===== src/rtl/snake_lap_ctrl_if.sv =====
// ---------------------------------------------------------------------------
// snake_lap_ctrl_if : control/pattern inputs and lap outputs of snake_lap_ctrl
// Revision: 1.0
// ---------------------------------------------------------------------------
`default_nettype none

interface snake_lap_ctrl_if #(
  parameter int PTN_W  = 5,
  parameter int DIGITS = 2
);
  logic                  start_i;
  logic                  clear_i;
  logic                  updn_i;
  logic                  ptn_tick_i;
  logic [PTN_W-1:0]      ptn_cnt_i;
  logic [4*DIGITS-1:0]   lap_bcd_o;
  logic                  lap_pulse_o;
  logic                  busy_o;
  logic                  run_stop_o;

  modport master (
    output start_i, clear_i, updn_i, ptn_tick_i, ptn_cnt_i,
    input  lap_bcd_o, lap_pulse_o, busy_o, run_stop_o
  );

  modport slave (
    input  start_i, clear_i, updn_i, ptn_tick_i, ptn_cnt_i,
    output lap_bcd_o, lap_pulse_o, busy_o, run_stop_o
  );
endinterface

`default_nettype wire


===== src/rtl/snake_lap_ctrl.sv =====
// ---------------------------------------------------------------------------
// snake_lap_ctrl : BCD lap counter and run controller for the snake display.
// Optional macro SNAKE_LAP_WRAP_EN: wrap at MAX_LAPS instead of stopping.
// Revision: 1.0
// ---------------------------------------------------------------------------
`default_nettype none

module snake_lap_ctrl #(
  parameter int PTN_LEN  = 8,
  parameter int PTN_W    = 5,
  parameter int DIGITS   = 2,
  parameter int MAX_LAPS = 9
) (
  input  wire logic        clk,
  input  wire logic        rst,
  snake_lap_ctrl_if.slave  bus
);

  typedef enum logic [1:0] {
    IDLE = 2'd0,
    RUN  = 2'd1,
    DONE = 2'd2
  } state_t;

  if (MAX_LAPS < 1 || MAX_LAPS > 10**DIGITS - 1) begin : g_bad_max_laps
    $error("snake_lap_ctrl: MAX_LAPS out of range for DIGITS");
  end

  function automatic logic [4*DIGITS-1:0] to_bcd(input int v);
    logic [4*DIGITS-1:0] r;
    int                  x;
    r = '0;
    x = v;
    for (int i = 0; i < DIGITS; i++) begin
      r[4*i +: 4] = 4'(x % 10);
      x           = x / 10;
    end
    return r;
  endfunction

  localparam logic [4*DIGITS-1:0] MAX_BCD = to_bcd(MAX_LAPS);

  state_t               state_q;
  logic [4*DIGITS-1:0]  lap_bcd_q;
  logic                 lap_pulse_q;
  logic                 busy_q;
  logic                 run_stop_q;

  logic [4*DIGITS-1:0]  lap_inc_d;
  logic                 lap_evt;

  // Out-of-range positions can never equal either end, so they never count.
  assign lap_evt = bus.ptn_tick_i &&
                   (( bus.updn_i && (bus.ptn_cnt_i == PTN_W'(PTN_LEN - 1))) ||
                    (!bus.updn_i && (bus.ptn_cnt_i == '0)));

  always_comb begin
    logic carry;
    lap_inc_d = lap_bcd_q;
    carry     = 1'b1;
    for (int d = 0; d < DIGITS; d++) begin
      if (carry) begin
        if (lap_bcd_q[4*d +: 4] == 4'd9) begin
          lap_inc_d[4*d +: 4] = 4'd0;
        end else begin
          lap_inc_d[4*d +: 4] = lap_bcd_q[4*d +: 4] + 4'd1;
          carry               = 1'b0;
        end
      end
    end
  end

  always_ff @(posedge clk or posedge rst) begin
    if (rst) begin
      state_q     <= IDLE;
      lap_bcd_q   <= '0;
      lap_pulse_q <= 1'b0;
      busy_q      <= 1'b0;
      run_stop_q  <= 1'b0;
    end else begin
      lap_pulse_q <= 1'b0;
      case (state_q)
        IDLE: begin
          if (!bus.clear_i && bus.start_i) begin
            state_q   <= RUN;
            lap_bcd_q <= '0;
            busy_q    <= 1'b1;
          end
        end
        RUN: begin
          if (bus.clear_i) begin
            state_q <= IDLE;
            busy_q  <= 1'b0;
          end else if (lap_evt) begin
            lap_pulse_q <= 1'b1;
            if (lap_inc_d == MAX_BCD) begin
`ifdef SNAKE_LAP_WRAP_EN
              lap_bcd_q  <= '0;
`else
              lap_bcd_q  <= lap_inc_d;
              state_q    <= DONE;
              busy_q     <= 1'b0;
              run_stop_q <= 1'b1;
`endif
            end else begin
              lap_bcd_q <= lap_inc_d;
            end
          end
        end
        DONE: begin
          if (bus.clear_i) begin
            state_q    <= IDLE;
            run_stop_q <= 1'b0;
          end else if (bus.start_i) begin
            state_q    <= RUN;
            lap_bcd_q  <= '0;
            busy_q     <= 1'b1;
            run_stop_q <= 1'b0;
          end
        end
        default: begin
          state_q    <= IDLE;
          busy_q     <= 1'b0;
          run_stop_q <= 1'b0;
        end
      endcase
    end
  end

  assign bus.lap_bcd_o   = lap_bcd_q;
  assign bus.lap_pulse_o = lap_pulse_q;
  assign bus.busy_o      = busy_q;
  assign bus.run_stop_o  = run_stop_q;

endmodule

`default_nettype wire


===== src/flat_wrapper.sv =====
// flat-port wrapper written by rule: the top's interface ports become plain ports
module snake_lap_ctrl_flat 
#(
  parameter int PTN_LEN  = 8,
  parameter int PTN_W    = 5,
  parameter int DIGITS   = 2,
  parameter int MAX_LAPS = 9
)
  (clk, rst, bus_start_i, bus_clear_i, bus_updn_i, bus_ptn_tick_i, bus_ptn_cnt_i, bus_lap_bcd_o, bus_lap_pulse_o, bus_busy_o, bus_run_stop_o);
  snake_lap_ctrl_if #(.PTN_W(PTN_W), .DIGITS(DIGITS)) bus_i ();
  input  wire logic clk;
  input  wire logic rst;
  input wire logic [$bits(bus_i.start_i)-1:0] bus_start_i;
  input wire logic [$bits(bus_i.clear_i)-1:0] bus_clear_i;
  input wire logic [$bits(bus_i.updn_i)-1:0] bus_updn_i;
  input wire logic [$bits(bus_i.ptn_tick_i)-1:0] bus_ptn_tick_i;
  input wire logic [$bits(bus_i.ptn_cnt_i)-1:0] bus_ptn_cnt_i;
  output wire logic [$bits(bus_i.lap_bcd_o)-1:0] bus_lap_bcd_o;
  output wire logic [$bits(bus_i.lap_pulse_o)-1:0] bus_lap_pulse_o;
  output wire logic [$bits(bus_i.busy_o)-1:0] bus_busy_o;
  output wire logic [$bits(bus_i.run_stop_o)-1:0] bus_run_stop_o;
  assign bus_i.start_i = bus_start_i;
  assign bus_i.clear_i = bus_clear_i;
  assign bus_i.updn_i = bus_updn_i;
  assign bus_i.ptn_tick_i = bus_ptn_tick_i;
  assign bus_i.ptn_cnt_i = bus_ptn_cnt_i;
  assign bus_lap_bcd_o = bus_i.lap_bcd_o;
  assign bus_lap_pulse_o = bus_i.lap_pulse_o;
  assign bus_busy_o = bus_i.busy_o;
  assign bus_run_stop_o = bus_i.run_stop_o;
  snake_lap_ctrl #(.PTN_LEN(PTN_LEN), .PTN_W(PTN_W), .DIGITS(DIGITS), .MAX_LAPS(MAX_LAPS)) u_core (.clk(clk), .rst(rst), .bus(bus_i));
endmodule

===== config.mk =====
export PLATFORM = sky130hd
export DESIGN_NAME = snake_lap_ctrl_flat
export DESIGN_NICKNAME = d
export VERILOG_FILES = /design/src/rtl/snake_lap_ctrl_if.sv /design/src/rtl/snake_lap_ctrl.sv /design/src/flat_wrapper.sv
export SDC_FILE = /design/constraint.sdc
export NUM_CORES = 1
export LEC_CHECK = 0
export CAP_MARGIN = 40
export CORE_MARGIN = 2
export CORE_UTILIZATION = 64
export DETAILED_ROUTE_END_ITERATION = 8
export DONT_BUFFER_PORTS = 1
export PLACE_DENSITY = 0.79
export SLEW_MARGIN = 15
export SYNTH_ARGS = -nofsm -noshare
export SYNTH_HDL_FRONTEND = slang
export SYNTH_SLANG_ARGS = --single-unit

===== constraint.sdc =====
create_clock -name clk -period 2.5 [get_ports clk]
set_input_delay 0.75 -clock clk [delete_from_list [all_inputs] [get_ports clk]]
set_output_delay 0.75 -clock clk [all_outputs]
set_load 0.005 [all_outputs]

==> results of run 1 <==
metal layers:
| metal | vias to the layer above | track usage |
|---|---|---|
| li1 | 308 | - |
| met1 | 295 | 0.3134 |
| met2 | 19 | 0.3629 |
| met3 | 4 | 0.06111 |
| met4 | 0 | 0.05172 |
| met5 | - | 0 |
registers in the layout, summed over array words and instances (netlist names):
name	flops
u_core.bus.lap_bcd_o	8
u_core.bus.lap_pulse_o	1
u_core.bus.run_stop_o	1
u_core.state_q	2
u_core.bus.busy_o	1
final cells by class:
cell class,count,area [um2],area share
multi-input cells,59,465.4,0.5330
clock buffers,4,26.28,0.03009
flip-flops and latches,13,325.3,0.3725
inverters,9,38.79,0.04441
well taps,14,17.52,0.02006
synth_stat cells, drive strengths merged:
cell type / n
o21ai: 5
o211ai: 1
nor3: 3
nor2b: 1
a21oi: 5
nand2: 4
a221o: 1
nand3: 4
mux2i: 1
nand4b: 2
dfrtp: 13
xor2: 1
or3: 1
nor2: 2
o31ai: 1
and2: 1
ha: 3
a21o: 2
o2bb2ai: 1
o221ai: 1
nor4: 1
o21a: 1
nand4: 1
inv: 9
nor3b: 6
a22o: 1
mux2: 1
and4: 1
nand3b: 1
a21bo: 1
a211o: 3
and3: 2
worst register-to-register path, cell delays in order (launching register included):
cell and delay, ns:
dfrtp_1 0.43, inv_1 0.11, ha_1 0.23, nand4b_1 0.23, or3_1 0.37, a21oi_1 0.14
a21o_1 0.10
power by group:
group | switching [mW] | internal (mW)
Sequential | 0.00845 | 0.218
Combinational | 0.0230 | 0.0238
Clock | 0.0701 | 0.0618
path summary, 6_finish.rpt:
kind / endpoint / slack (ns)
max in group asynchronous: u_core.bus.lap_bcd_o[2] / 1.80
min reg2reg: u_core.bus.run_stop_o / 0.56
max: u_core.bus.lap_bcd_o[6] / 0.83
min in group clk: u_core.bus.run_stop_o / 0.56
min: u_core.state_q[1] / 0.37
max reg2reg: u_core.bus.lap_bcd_o[6] / 0.83
cell families after synthesis:
family	after synthesis	synth area share
and+or+nand+nor	30	0.2670
AOI/OAI and AO/OA	23	0.2127
DFF	13	0.3922
buffers and inverters	9	0.04676
adders and majority gates	3	0.04525
muxes	2	0.02564
xor gates and xnor gates	1	0.01056
stage by stage:
step / util / instances / setup slack, ns
floorplan: - / 81 / 0.6569
global placement: 0.7327 / 95 / 0.5724
detailed placement: 0.7327 / 95 / 0.5482
CTS: 0.7554 / 99 / 0.8226
global route: 0.7554 / 99 / 0.7012
finish: 0.7554 / 99 / 0.8298
==> results_dict.tcl, run 1 <==
set metrics [dict create \
    status "completed" \
    tns_ns 0 \
    cap_violations 0 \
    grt_start_max_net_pins 14 \
    routed_via_density 6.323 \
    grt.total_usage 0.2300 \
    hold_violations 0 \
    rr_worst_depth 6 \
    post-synth-top-area-cell "dfrtp_1" \
    yosys_warnings 0 \
    start_util 0.7175 \
    fin_crit_sh 0.6681 \
    routed-wl-met2_um 767 \
    max_stage_delay_ns 0.43 \
    dieArea_um2 1600 \
    start_kind "register" \
    hold_path.class "input pin to asynchronous set/reset pin" \
    final_cell_mix "dfrtp_1 (13), inv_1 (8), o21ai_0 (5), a21oi_1 (5)" \
    cp_data_required_time_ns 2.72 \
    num_rows 12 \
    skew_ns 0.004645 \
    htree_levels 1 \
    cts_buffers 3 \
    ys_ff_latch 13 \
    worst_slew_pin_slew_ns 0.7482 \
    rsz0062_at_grt "no" \
    cp_max_fo 6 \
    drt_pass1_iterations 4 \
    route.detailed.drc 0 \
    synth_fp_nets 95 \
    netlist_area_um2 829.5 \
    place_area_um2 847.1 \
    final_nets 100 \
    final-setup-viol-count 0 \
    drive_above_1_share 0.1647 \
    holdWs_ns 0.3709 \
    die_w_um 40 \
    netlist_top_cells_area "dfrtp_1 (39%), ha_1 (4.5%), inv_1 (3.6%)" \
    final_common_cell "dfrtp_1" \
    cts_hold_buf 0 \
    drtIter0Drc 14 \
    ys_seq_area_frac 0.3922 \
    dp_hpwl_um 1209 \
    crit_type "register to register" \
    fin_area_um2 873.3 \
    cts_root_buffer "clkbuf_4" \
    drt-total-wl_um 1537 \
    worst_path_max_delay_cell "dfrtp_1" \
    power_density_nw_per_um2 464.1 \
    gr-total-overflow 0 \
    route.met3.wl_um 92 \
    io_pins 22 \
    fmax_ghz 0.5987 \
    cts_resized 0 \
    crit_path_start "u_core.bus.lap_bcd_o[1]" \
    grt_pass1_vias 567 \
    crit_chain "inv_1 -> ha_1 -> nand4b_1 -> or3_1 -> a21oi_1 -> a21o_1" \
    core_area_um2 1156 \
    syn_to_final_growth_pct 5.279 \
    n_antenna_cell 0 \
    die_h_um 40 \
    drv_slew 0 \
    syn_area_per_cell_um2 10.24 \
    cp_top_family "simple AND/OR/NAND/NOR gates" \
    reg2reg_from "u_core.bus.lap_bcd_o[1]" \
    vias 626 \
    port_buffers 0 \
    fillCellCount 85 \
    wl_met1_um 657 \
    cts_tree "built" \
    maxSlewHeadroom 0.5001 \
    ys_types 36 \
    ir_drop_mv 0.4318 \
    grt_pass1_wl_um 2401 \
    cp.depth 6 \
    crit_buf_inv 1 \
    cp.arrival_ns 1.89 \
    cts.clk_slew.worst_paths_ns 0.08 \
    power.total_mw 0.4053 \
    synth_top_area_frac 0.3922 \
    wire_per_inst_um 15.53 \
    cts_setup_buffers 0 \
    crit_path_end_kind "register" \
    antenna_found_initial 0 \
    detail-route-antenna-nets 0 \
    syn_inst 81 \
    cts_buffer_depth 2 \
    clkLatencyLatePin_ns 0.28 \
    min_period_ns 1.670 \
    leakagePower_nw 0.3715 \
    routabilityCongestion 0.8335 \
    highest_layer "met4" \
    numClockSinks 13 \
]
No activity file was read; power rests on OpenSTA's default activity.
==> inputs of run 2 (changes only) <==
--- a/config.mk
+++ b/config.mk
@@ -7,10 +7,10 @@
 export LEC_CHECK = 0
 export CAP_MARGIN = 40
 export CORE_MARGIN = 2
-export CORE_UTILIZATION = 64
+export CORE_UTILIZATION = 54
 export DETAILED_ROUTE_END_ITERATION = 8
 export DONT_BUFFER_PORTS = 1
-export PLACE_DENSITY = 0.79
+export PLACE_DENSITY = 0.71
 export SLEW_MARGIN = 15
 export SYNTH_ARGS = -nofsm -noshare
 export SYNTH_HDL_FRONTEND = slang
==> constraint.sdc (replaced) <==
create_clock -name clk -period 1.4 [get_ports clk]
set_input_delay 0.42 -clock clk [delete_from_list [all_inputs] [get_ports clk]]
set_output_delay 0.42 -clock clk [all_outputs]
set_load 0.005 [all_outputs]
==> results_dict.tcl, run 2 (synthesized netlist as in run 1, its figures left out) <==
set metrics [dict create \
    status "complete, but fails checks" \
    violations "negative setup slack" \
    fin_area_um2 1222 \
    htree_levels 1 \
    drive_above_1_share 0.5259 \
    cp.arrival_ns 1.76 \
    grt_pass1_vias 785 \
    final_nets 131 \
    start_kind "register" \
    r2r_end "u_core.bus.busy_o" \
    power_density_nw_per_um2 646.9 \
    cts.clk_slew.worst_paths_ns 0.08 \
    reg2reg_from "u_core.bus.lap_bcd_o[1]" \
    ff2ff_setup_slack_ns -0.19 \
    leakagePower_nw 0.5631 \
    drt_pass1_iterations 4 \
    p_switching_mw 0.1997 \
    largest_reg_flops 8 \
    fillCellCount 89 \
    drv_slew 0 \
    die_w_um 43.20 \
    ir_drop_mv 0.5392 \
    cts_tree "built" \
    place_ws_ns -0.1422 \
    crit_path_start "u_core.bus.lap_bcd_o[1]" \
    crit_type "register to register" \
    switching_share 0.2525 \
    drt-total-wl_um 2366 \
    final-setup-viol-count 12 \
    maxSlewHeadroom 0.6644 \
    n_antenna_cell 0 \
    cts_buffer_depth 2 \
    seqPwrFrac 0.510 \
    setup_ws_ns -0.1891 \
    crit_end "u_core.bus.busy_o" \
    vias 808 \
    internal-power_mw 0.5911 \
    fmax_ghz 0.6293 \
    route.detailed.drc 0 \
    final_common_cell "buf_4" \
    grt.total_usage 0.2482 \
    skew_ns 0.004823 \
    rr_worst_depth 6 \
    pwr-share-comb 0.203 \
    multi_input_area_um2 554.3 \
    final_cell_mix "buf_4 (27), dfrtp_1 (12), inv_1 (6)" \
    detail-route-antenna-nets 0 \
    io_pins 22 \
    worst_slew_pin_slew_ns 0.5028 \
    hold_violations 0 \
    p_clk_frac 0.287 \
    core_area_um2 1471 \
    cts_buffers 3 \
    cap_violations 0 \
    routabilityCongestion 0.8702 \
    wire_per_inst_um 17.92 \
    place_area_um2 1031 \
    dp_hpwl_um 1453 \
    port_buffers 0 \
    routed_via_density 6.121 \
    drtIter0Drc 25 \
    seq_area_um2 326.6 \
    dieArea_um2 1866 \
    antenna_found_initial 0 \
    cts_root_buffer "clkbuf_4" \
    hold_path.class "input pin to asynchronous set/reset pin" \
    grt_pass1_wl_um 3367 \
    start_util 0.5638 \
    min_period_ns 1.589 \
    cp_data_required_time_ns 1.57 \
    numClockSinks 13 \
    num_rows 14 \
    cp_max_fo 3 \
    fin_crit_sh 1.135 \
    grt_start_max_net_pins 14 \
    rsz0062_at_grt "yes" \
    crit_path_end_kind "register" \
    die_h_um 43.20 \
    clkLatencyLatePin_ns 0.28 \
    gr-total-overflow 0 \
    syn_to_final_growth_pct 47.36 \
]
-- run 2: per-layer routing --
| layer | share of wire | global-route usage | vias to the layer above |
|---|---|---|---|
| met5 | 0 | 0 | - |
| met4 | 0.023 | 0.06667 | 0 |
| met3 | 0.059 | 0.1021 | 6 |
| met2 | 0.51 | 0.4209 | 31 |
| met1 | 0.41 | 0.2853 | 401 |
| li1 | - | - | 370 |
-- run 2: stage by stage --
step                      cells  setup TNS (ns)    util  hold WS [ns]  power [mW]
final                       132          -1.030  0.8308       0.05016      0.7908
after global routing        132          -1.673  0.8308       0.07962      0.8223
after CTS                   128         -0.4795  0.7840       0.05083      0.7658
after detailed placement    118         -0.9873  0.7007        0.3505      0.5265
after global placement      118         -0.7803  0.7007        0.3547      0.5209
after floorplan              81         -0.3804       -        0.2969      0.4849
-- run 2: timing repair --
action / CTS / global route
hold endpoints to repair: 0 / 0
gates resized for setup: 12 / 8
endpoints found under the setup margin: 10 / 12
pin swaps: 10 / 4
buffers inserted: 6 / 4
hold buffers: 0 / 0
cloned: 0 / 0
-- run 2: final cells by class --
type,instances,area share
Multi-Input combinational cell,59,0.4534
Timing Repair Buffer,31,0.2098
Tap cell,16,0.01638
Inverter,9,0.03173
Clock buffer,4,0.02149
Sequential cell,13,0.2671
-- run 2: worst min-delay path by stage --
stage	slack, ns	to	cells past startpoint
5_1_grt	0.08	u_core.bus.busy_o	1
2_1_floorplan	0.30	u_core.bus.busy_o	1
4_1_cts	0.05	u_core.state_q[0]	1
3_3_place_gp	0.35	u_core.bus.run_stop_o	1
6_report	0.05	u_core.state_q[0]	1
3_5_place_dp	0.35	u_core.bus.lap_pulse_o	1
-- run 2: critical path, cell delays in order, from the launching register on --
cell,delay [ns]
dfrtp_1,0.41
buf_4,0.15
ha_2,0.17
nor3b_2,0.15
nand4b_1,0.14
o21a_1,0.19
a211o_1,0.26
-- run 2: power groups by stage --
stage                     Sequential (mW)  Combinational, mW  Clock, mW
after CTS                           0.403              0.131      0.232
after floorplan                     0.410             0.0751          0
after global routing                0.405              0.171      0.247
final                               0.403              0.161      0.227
after global placement              0.410              0.111          0
after detailed placement            0.411              0.116          0
